[src/rtl/matrix_addr_pkg.sv]
// Shared types and constants for the matrix address generator.
//   state_t              : sweep controller states
//   DEF_ADDR_W/DEF_LANES : default word-address width and lanes per beat
//   LEGACY_BASE/LEN      : fixed sweep window of the original 128x128 path
package matrix_addr_pkg;

    typedef enum logic [1:0] {
        ST_IDLE = 2'd0,
        ST_RUN  = 2'd1,
        ST_DONE = 2'd2
    } state_t;

    localparam int DEF_ADDR_W = 14;
    localparam int DEF_LANES  = 8;

    localparam int unsigned LEGACY_BASE = 32'h3000;
    localparam int unsigned LEGACY_LEN  = 32'h1000;

endpackage

[src/rtl/matrix_addr_gen_if.sv]
// Handshake/bus bundle between the address generator and its controller/consumer.
//   start/base_i/len_i : sweep request, sampled when start is accepted
//   abort              : terminate the current sweep
//   ready              : consumer accepts the current beat
//   valid/addr_o/lane_mask/last : beat; lane i at addr_o[i*ADDR_W +: ADDR_W]
//   busy/done          : status levels
// slave  : the generator side; master : the controller/consumer side.
interface matrix_addr_gen_if
    import matrix_addr_pkg::*;
#(
    parameter int ADDR_W = DEF_ADDR_W,
    parameter int LANES  = DEF_LANES,
    parameter int LEN_W  = ADDR_W + 1
) ();

    logic                      start;
    logic [ADDR_W-1:0]         base_i;
    logic [LEN_W-1:0]          len_i;
    logic                      abort;
    logic                      ready;
    logic                      valid;
    logic [LANES*ADDR_W-1:0]   addr_o;
    logic [LANES-1:0]          lane_mask;
    logic                      last;
    logic                      busy;
    logic                      done;

    modport slave (
        input  start, base_i, len_i, abort, ready,
        output valid, addr_o, lane_mask, last, busy, done
    );

    modport master (
        output start, base_i, len_i, abort, ready,
        input  valid, addr_o, lane_mask, last, busy, done
    );

endinterface

[src/rtl/matrix_addr_gen.sv]
// Multi-lane address generator: walks len_i words starting at base_i, LANES
// consecutive word addresses per beat, with a lane mask on the final beat.
//   clk   : rising-edge clock
//   reset : synchronous, active-high
//   bus   : matrix_addr_gen_if.slave (request, abort, beat handshake, status)
//
// state   | meaning
// --------+-------------------------------------------------------------
// ST_IDLE | no sweep; waiting for start
// ST_RUN  | presenting beats at cur, rem words still to issue
// ST_DONE | sweep finished; done held high until start or abort
module matrix_addr_gen
    import matrix_addr_pkg::*;
#(
    parameter int ADDR_W = DEF_ADDR_W,
    parameter int LANES  = DEF_LANES,
    parameter int LEN_W  = ADDR_W + 1
) (
    input  logic              clk,
    input  logic              reset,
    matrix_addr_gen_if.slave  bus
);

    localparam logic [LEN_W-1:0]  LANES_LEN  = LEN_W'(LANES);
    localparam logic [ADDR_W-1:0] LANES_ADDR = ADDR_W'(LANES);

    state_t              state_q, state_d;
    logic [ADDR_W-1:0]   cur_q, cur_d;
    logic [LEN_W-1:0]    rem_q, rem_d;

    logic                     is_last;
    logic [LANES*ADDR_W-1:0]  lane_addr;
    logic [LANES-1:0]         lane_hit;

    assign is_last = (rem_q <= LANES_LEN);

    // Masked lanes still carry cur+i; the sum wraps naturally at ADDR_W bits.
    for (genvar i = 0; i < LANES; i++) begin : g_lane
        assign lane_addr[i*ADDR_W +: ADDR_W] = cur_q + ADDR_W'(i);
        assign lane_hit[i]                   = (rem_q > LEN_W'(i));
    end

    always_ff @(posedge clk) begin
        if (reset) begin
            state_q <= ST_IDLE;
            cur_q   <= '0;
            rem_q   <= '0;
        end else begin
            state_q <= state_d;
            cur_q   <= cur_d;
            rem_q   <= rem_d;
        end
    end

    always_comb begin
        state_d = state_q;
        cur_d   = cur_q;
        rem_d   = rem_q;
        case (state_q)
            ST_IDLE, ST_DONE: begin
                // abort beats a coincident start
                if (bus.abort) begin
                    state_d = ST_IDLE;
                end else if (bus.start) begin
                    if (bus.len_i == '0) begin
                        state_d = ST_DONE;
                    end else begin
                        state_d = ST_RUN;
                        cur_d   = bus.base_i;
                        rem_d   = bus.len_i;
                    end
                end
            end
            ST_RUN: begin
                if (bus.abort) begin
                    state_d = ST_IDLE;
                end else if (bus.ready) begin
                    cur_d = cur_q + LANES_ADDR;
                    // final beat may be partial; clamp so rem never underflows
                    rem_d = is_last ? '0 : (rem_q - LANES_LEN);
                    if (is_last) begin
                        state_d = ST_DONE;
                    end
                end
            end
            default: state_d = ST_IDLE;
        endcase
    end

    // Outputs depend only on flops; beat fields are zeroed outside RUN.
    always_comb begin
        bus.valid     = (state_q == ST_RUN);
        bus.busy      = (state_q == ST_RUN);
        bus.done      = (state_q == ST_DONE);
        bus.last      = 1'b0;
        bus.lane_mask = '0;
        bus.addr_o    = '0;
        if (state_q == ST_RUN) begin
            bus.last      = is_last;
            bus.lane_mask = lane_hit;
            bus.addr_o    = lane_addr;
        end
    end

endmodule

[src/flat_wrapper.sv]
// flat-port wrapper written by rule: the top's interface ports become plain ports
module matrix_addr_gen_flat import matrix_addr_pkg::*;
#(
    parameter int ADDR_W = DEF_ADDR_W,
    parameter int LANES  = DEF_LANES,
    parameter int LEN_W  = ADDR_W + 1
)
  (clk, reset, bus_start, bus_base_i, bus_len_i, bus_abort, bus_ready, bus_valid, bus_addr_o, bus_lane_mask, bus_last, bus_busy, bus_done);
  matrix_addr_gen_if #(.ADDR_W(ADDR_W), .LANES(LANES), .LEN_W(LEN_W)) bus_i ();
  input  logic clk;
  input  logic reset;
  input wire logic [$bits(bus_i.start)-1:0] bus_start;
  input wire logic [$bits(bus_i.base_i)-1:0] bus_base_i;
  input wire logic [$bits(bus_i.len_i)-1:0] bus_len_i;
  input wire logic [$bits(bus_i.abort)-1:0] bus_abort;
  input wire logic [$bits(bus_i.ready)-1:0] bus_ready;
  output wire logic [$bits(bus_i.valid)-1:0] bus_valid;
  output wire logic [$bits(bus_i.addr_o)-1:0] bus_addr_o;
  output wire logic [$bits(bus_i.lane_mask)-1:0] bus_lane_mask;
  output wire logic [$bits(bus_i.last)-1:0] bus_last;
  output wire logic [$bits(bus_i.busy)-1:0] bus_busy;
  output wire logic [$bits(bus_i.done)-1:0] bus_done;
  assign bus_i.start = bus_start;
  assign bus_i.base_i = bus_base_i;
  assign bus_i.len_i = bus_len_i;
  assign bus_i.abort = bus_abort;
  assign bus_i.ready = bus_ready;
  assign bus_valid = bus_i.valid;
  assign bus_addr_o = bus_i.addr_o;
  assign bus_lane_mask = bus_i.lane_mask;
  assign bus_last = bus_i.last;
  assign bus_busy = bus_i.busy;
  assign bus_done = bus_i.done;
  matrix_addr_gen #(.ADDR_W(ADDR_W), .LANES(LANES), .LEN_W(LEN_W)) u_core (.clk(clk), .reset(reset), .bus(bus_i));
endmodule
[config.mk]
export PLATFORM = sky130hd
export DESIGN_NAME = matrix_addr_gen_flat
export DESIGN_NICKNAME = d
export VERILOG_FILES = /design/src/rtl/matrix_addr_pkg.sv /design/src/rtl/matrix_addr_gen_if.sv /design/src/rtl/matrix_addr_gen.sv /design/src/flat_wrapper.sv
export SDC_FILE = /design/constraint.sdc
export NUM_CORES = 1
export LEC_CHECK = 0
export BUFFER_PORTS_ARGS = -buffer_cell sky130_fd_sc_hd__buf_2
export CAP_MARGIN = 20
export CORE_MARGIN = 3
export CORE_UTILIZATION = 54
export CTS_CLUSTER_SIZE = 25
export DETAILED_ROUTE_END_ITERATION = 6
export PLACE_DENSITY_LB_ADDON = 0.05
export SYNTH_ARGS = -nofsm -noshare
export SYNTH_HDL_FRONTEND = slang
export SYNTH_SLANG_ARGS = --single-unit
[constraint.sdc]
create_clock -name clk -period 6 [get_ports clk]
set_input_delay 0.6 -clock clk [delete_from_list [all_inputs] [get_ports clk]]
set_output_delay 0.6 -clock clk [all_outputs]
set_load 0.05 [all_outputs]
After elaboration in Yosys (flattened, before gate mapping)
Cells that the tools add are included.

cells by class
  $mul = 0
  shift operators = 0
  div/mod/pow operators = 0
  equal/unequal tests = 10
  order comparisons = 9
  muxes and demuxes = 23
  reduce and logical (&&, ||, !) cells = 6
  bitwise operators = 0
  $add $sub $neg = 9

operators by type and width
  operator               count
  $mux 112               1
  $mux 15                6
  $mux 14                5
  $gt 15x3->1 const B    4
  $add 14x3->14 const B  4
  $gt 15x1->1 const B    2
  $gt 15x2->1 const B    2
  $pmux 15 s2            1
  $add 14x2->14 const B  2
  $pmux 14 s2            1
  $le 15x4->1 const B    1
  $logic_not 15->1       1
  $sub 15x4->15 const B  1
  $add 14x1->14 const B  1
  $add 14x4->14 const B  1
  $mux 2                 6
  $ne 2x2->1 const B     5
  $mux 8                 1
  $ne 3x3->1 const B     2
  $reduce_and 6->1       1
  $pmux 2 s2             1
  $ne 3x2->1 const B     1
  $reduce_and 3->1       1
  $eq 2x1->1 const B     1
  other kinds (5)        5

word-level totals
  RAM bits = 0
  latch bits = 0
  input bits = 34
  memory bits (read-only) = 0
  memories = 0
  logic and storage cells = 60
  register bits after elaboration = 31

Depth between registers and ports, before layout
  depth in word-level cells = 5
  gate-level depth with buffers = 9
  depth with buffers taken out = 7

Worst setup path after synthesis
Ideal clock, no wire load.

  path kind = flip-flop to output port
  from = reg u_core.cur_q[3]
  to = out bus_addr_o[27]
  path buffers = 0
  path slack = 2908 ps
  cell stages (with the launch flop) = 7
  arrival time = 2492 ps
  data required time = 5400 ps
  cell sequence = dfxtp_1 > ha_1 > nand4_1 > nor4_1 > nand3_1 > xor2_1 > nor2_1

on the way
  word-level cells in the longest chain between the ends = 2

ends and longest elaborated chain
  element                   RTL line               RTL
  start: declaration        matrix_addr_gen.sv:28  logic [ADDR_W-1:0] cur_q, cur_d;
  start signal: assignment  matrix_addr_gen.sv:50  cur_q <= cur_d;
  $add 14x1->14             matrix_addr_gen.sv:39  assign lane_addr[i*ADDR_W +: ADDR_W] = cur_q + ADDR_W'(i);
  $mux 112                  matrix_addr_gen.sv:98  if (state_q == ST_RUN) begin
  end: declaration          flat_wrapper.sv:18     output wire logic [$bits(bus_i.addr_o)-1:0] bus_addr_o;

No other way between the ends.

Worst setup path after layout
  from = reg u_core.cur_q[4]
  to = out bus_addr_o[27]

The elaborated chain is that of the path after synthesis.

==> results.yml <==
logic_synthesis:
  async_reset_ff_share_pct: 0
  muxShareOfSynthArea_pct: 1.61
  synth_edf_count: 0
  syn_inst: 597
  synth_xor_area_share_pct: 12.0
  syn_nets: 643
  ys.flop_type: "dfxtp_1"
  yosysSeqAreaShare_pct: 16.0
  synth_seq_cells: 31
  yosys_warnings: 0
  yosys.area_share.simple_pct: 32.3
  yosys.cell_types.count: 60
  syn_area_mm2: 0.00388
  synth.avg_cell_area_um2: 6.50
  synth_top_family_by_area: "simple AND/OR/NAND/NOR gates"
  synth_fa_ha_area_share_pct: 3.87
  synth_compound_area_share_pct: 24.6
grt:
  overflow: 0
  grt_max_degree: 106
  grt_pass1_wl_mm: 19.4
  antenna_found_initial: 0
  first_global_vias: 4069
  grt_use_total_pct: 27.8
floorplanning:
  boundaryPins: 158
  row_count: 30
  fp.dieH_um: 90.8
  fp.dieArea_mm2: 0.00824
  core_area_mm2: 0.00687
  start_util_pct: 56.5
  die_w_um: 90.8
worst_setup_path:
  cp_data_arrival_time_ns: 3.35
  crit_type: "register to output port"
  endpoint: "bus_addr_o[27]"
  start_kind: "register"
  slowest_delay_ns: 0.74
  rr_worst_depth: 7
  crit_path_end_kind: "output port"
  cp.required_ns: 5.40
  cpMostUsedCell: "buf_2"
  path_cells: "ha_1 -> nand4_1 -> nor4_1 -> buf_2 -> nand3_1 -> xor2_1 -> nor2_1 -> buf_2"
  startpoint: "u_core.cur_q[4]"
  ff2ff_setup_slack_ns: 3.23
  crit_slowest_cell: "dfxtp_1"
  cp_max_fo: 16
  r2r-end: "u_core.rem_q[3]"
  r2r_start: "u_core.rem_q[3]"
cts:
  path_clk_slew_ns: 0.07
  cts_resized: 0
  clk_latency_ns: 0.29
  post_cts_buffers: 0
  clockRootBuffer: "clkbuf_8"
  cts_max_level: 2
  cts_hold_buf: 0
  clkSinkCount: 31
  cts_tree: "built"
  numCtsBuffers: 5
  ctsLongestPathBuffers: 2
placed_design:
  pre_cts_ws_ns: 2.43
  io_buffers: 157
  gp_congestion: 0.903
  dpl_cell_area_mm2: 0.00449
  dp_cells: 785
  dp_hpwl_mm: 8.76
routing:
  viasPerCell: 5.77
  met3_length_um: 855
  postRouteAntennaNets: 0
  dr.pass1.iters: 5
  top_layer_used: "met4"
  drt-initial-drc-count: 321
  num_vias: 4574
  drc: 0
  routed_wl_mm: 12.0
  dr_wl_met2_mm: 5.82
  wire_per_inst_um: 15.2
  wl_met1_mm: 5.06
power_and_ir_drop:
  leakage_nw: 2.03
  irDropWorstVdd_uv: 132
  p_per_area_mw_per_mm2: 154
sta:
  setup_viol: 0
  setup_ws_ns: 2.05
  post-route-period-util_pct: 65.8
  slew_violations: 0
  tightest_slew_ns: 1.07
  hold_violations: 0
  rsz0062_at_grt: "false"
  slew_headroom_pct: 28.7
  fmax_mhz: 253
  finClkSkew_ns: 0.0126
  period_minus_slack_ns: 3.95
  finalSetupTns_ns: 0
cells_and_area:
  diodes: 0
  final_common_cell: "buf_2"
  nNetsFinal: 742
  area_delta_synth_final_pct: 18.3
  final_cell_mix: "buf_2 (158), nor2_1 (84), a21oi_1 (63), nand2_1 (63), o21ai_0 (40)"
  drive_gt1_share_pct: 26.0
  fin_area_mm2: 0.00459
  fin_cells: 793
flow_run:
  cap_violations: 0
hold_path:
  min-delay-path-class: "register to register"
status:
  outcome: "completed"
cell usage after synthesis (5+ instances only):
master / instances / area share [%]
clkbuf_1: 39 / 3.8
xnor2_1: 19 / 4.3
buf_2: 10 / 1.3
a22oi_1: 5 / 0.97
o21ai_0: 40 / 5.2
nand4_1: 7 / 1.1
o21a_1: 5 / 0.97
nor4_1: 6 / 0.97
or3_1: 29 / 4.7
nand2b_1: 7 / 1.1
and2_1: 16 / 2.6
inv_1: 13 / 1.3
a21oi_1: 63 / 8.1
nor2_1: 84 / 8.1
nand2_1: 63 / 6.1
nor3_1: 13 / 1.7
nand3_1: 14 / 1.8
buf_4: 12 / 2.3
a211oi_1: 7 / 1.4
xor2_1: 34 / 7.7
buf_1: 5 / 0.48
dfxtp_1: 31 / 16
nor2b_1: 5 / 0.81
ha_1: 12 / 3.9
cell families after synthesis:
family	Yosys count
adders and majority gates	12
AOI/OAI and AO/OA	154
muxes	6
xor gates and xnor gates	53
and+or+nand+nor	259
buffers and inverters	82
DFF	31
layer usage:
layer / GRT usage, % / up-vias
li1: - / 2251
met1: 35.0 / 2079
met2: 47.0 / 214
met3: 5.00 / 30
met4: 10.1 / 0
met5: 0 / -
worst max-delay path: cells and delay by family, from the launching register on:
family | cells | cell delay (ns)
xor+xnor | 1 | 0.17
fa+ha+maj | 1 | 0.49
buf+inv | 2 | 0.57
flops | 1 | 0.74
simple gates | 4 | 1.10
registers in the layout, indices dropped and copies added, names as in the netlist:
| signal | flops |
|---|---|
| u_core.rem_q | 15 |
| u_core.cur_q | 14 |
| u_core.state_q | 2 |
where the power goes:
part | internal, mW | switching (mW)
combinational | 0.0864 | 0.186
clock | 0.105 | 0.0787
sequential | 0.218 | 0.0343
total | 0.409 | 0.299
worst min-delay path by stage:
stage,start,to,depth (start not counted)
floorplan,u_core.rem_q[11],u_core.rem_q[11],2
global placement,u_core.rem_q[11],u_core.rem_q[11],2
detailed placement,u_core.rem_q[11],u_core.rem_q[11],2
CTS,u_core.rem_q[11],u_core.rem_q[11],2
global route,u_core.rem_q[11],u_core.rem_q[11],2
finish,u_core.rem_q[11],u_core.rem_q[11],2
metrics by stage:
step | hold slack [ns] | utilization [%] | power, mW
floorplan | 0.478 | - | 0.470
global placement | 0.497 | 65.3 | 0.519
detailed placement | 0.514 | 65.3 | 0.524
CTS | 0.523 | 66.8 | 0.705
global route | 0.553 | 66.8 | 0.747
finish | 0.530 | 66.8 | 0.708
layout make-up:
| class | count | area (um2) |
|---|---|---|
| sequential | 31 | 621 |
| fill | 682 | 2280 |
| multi-input combinational | 484 | 2890 |
| clock buffer | 8 | 100 |
| inverter | 15 | 56.3 |
| tap | 96 | 120 |
| timing repair buffer | 159 | 798 |
Power figures use the tool's default switching activity.
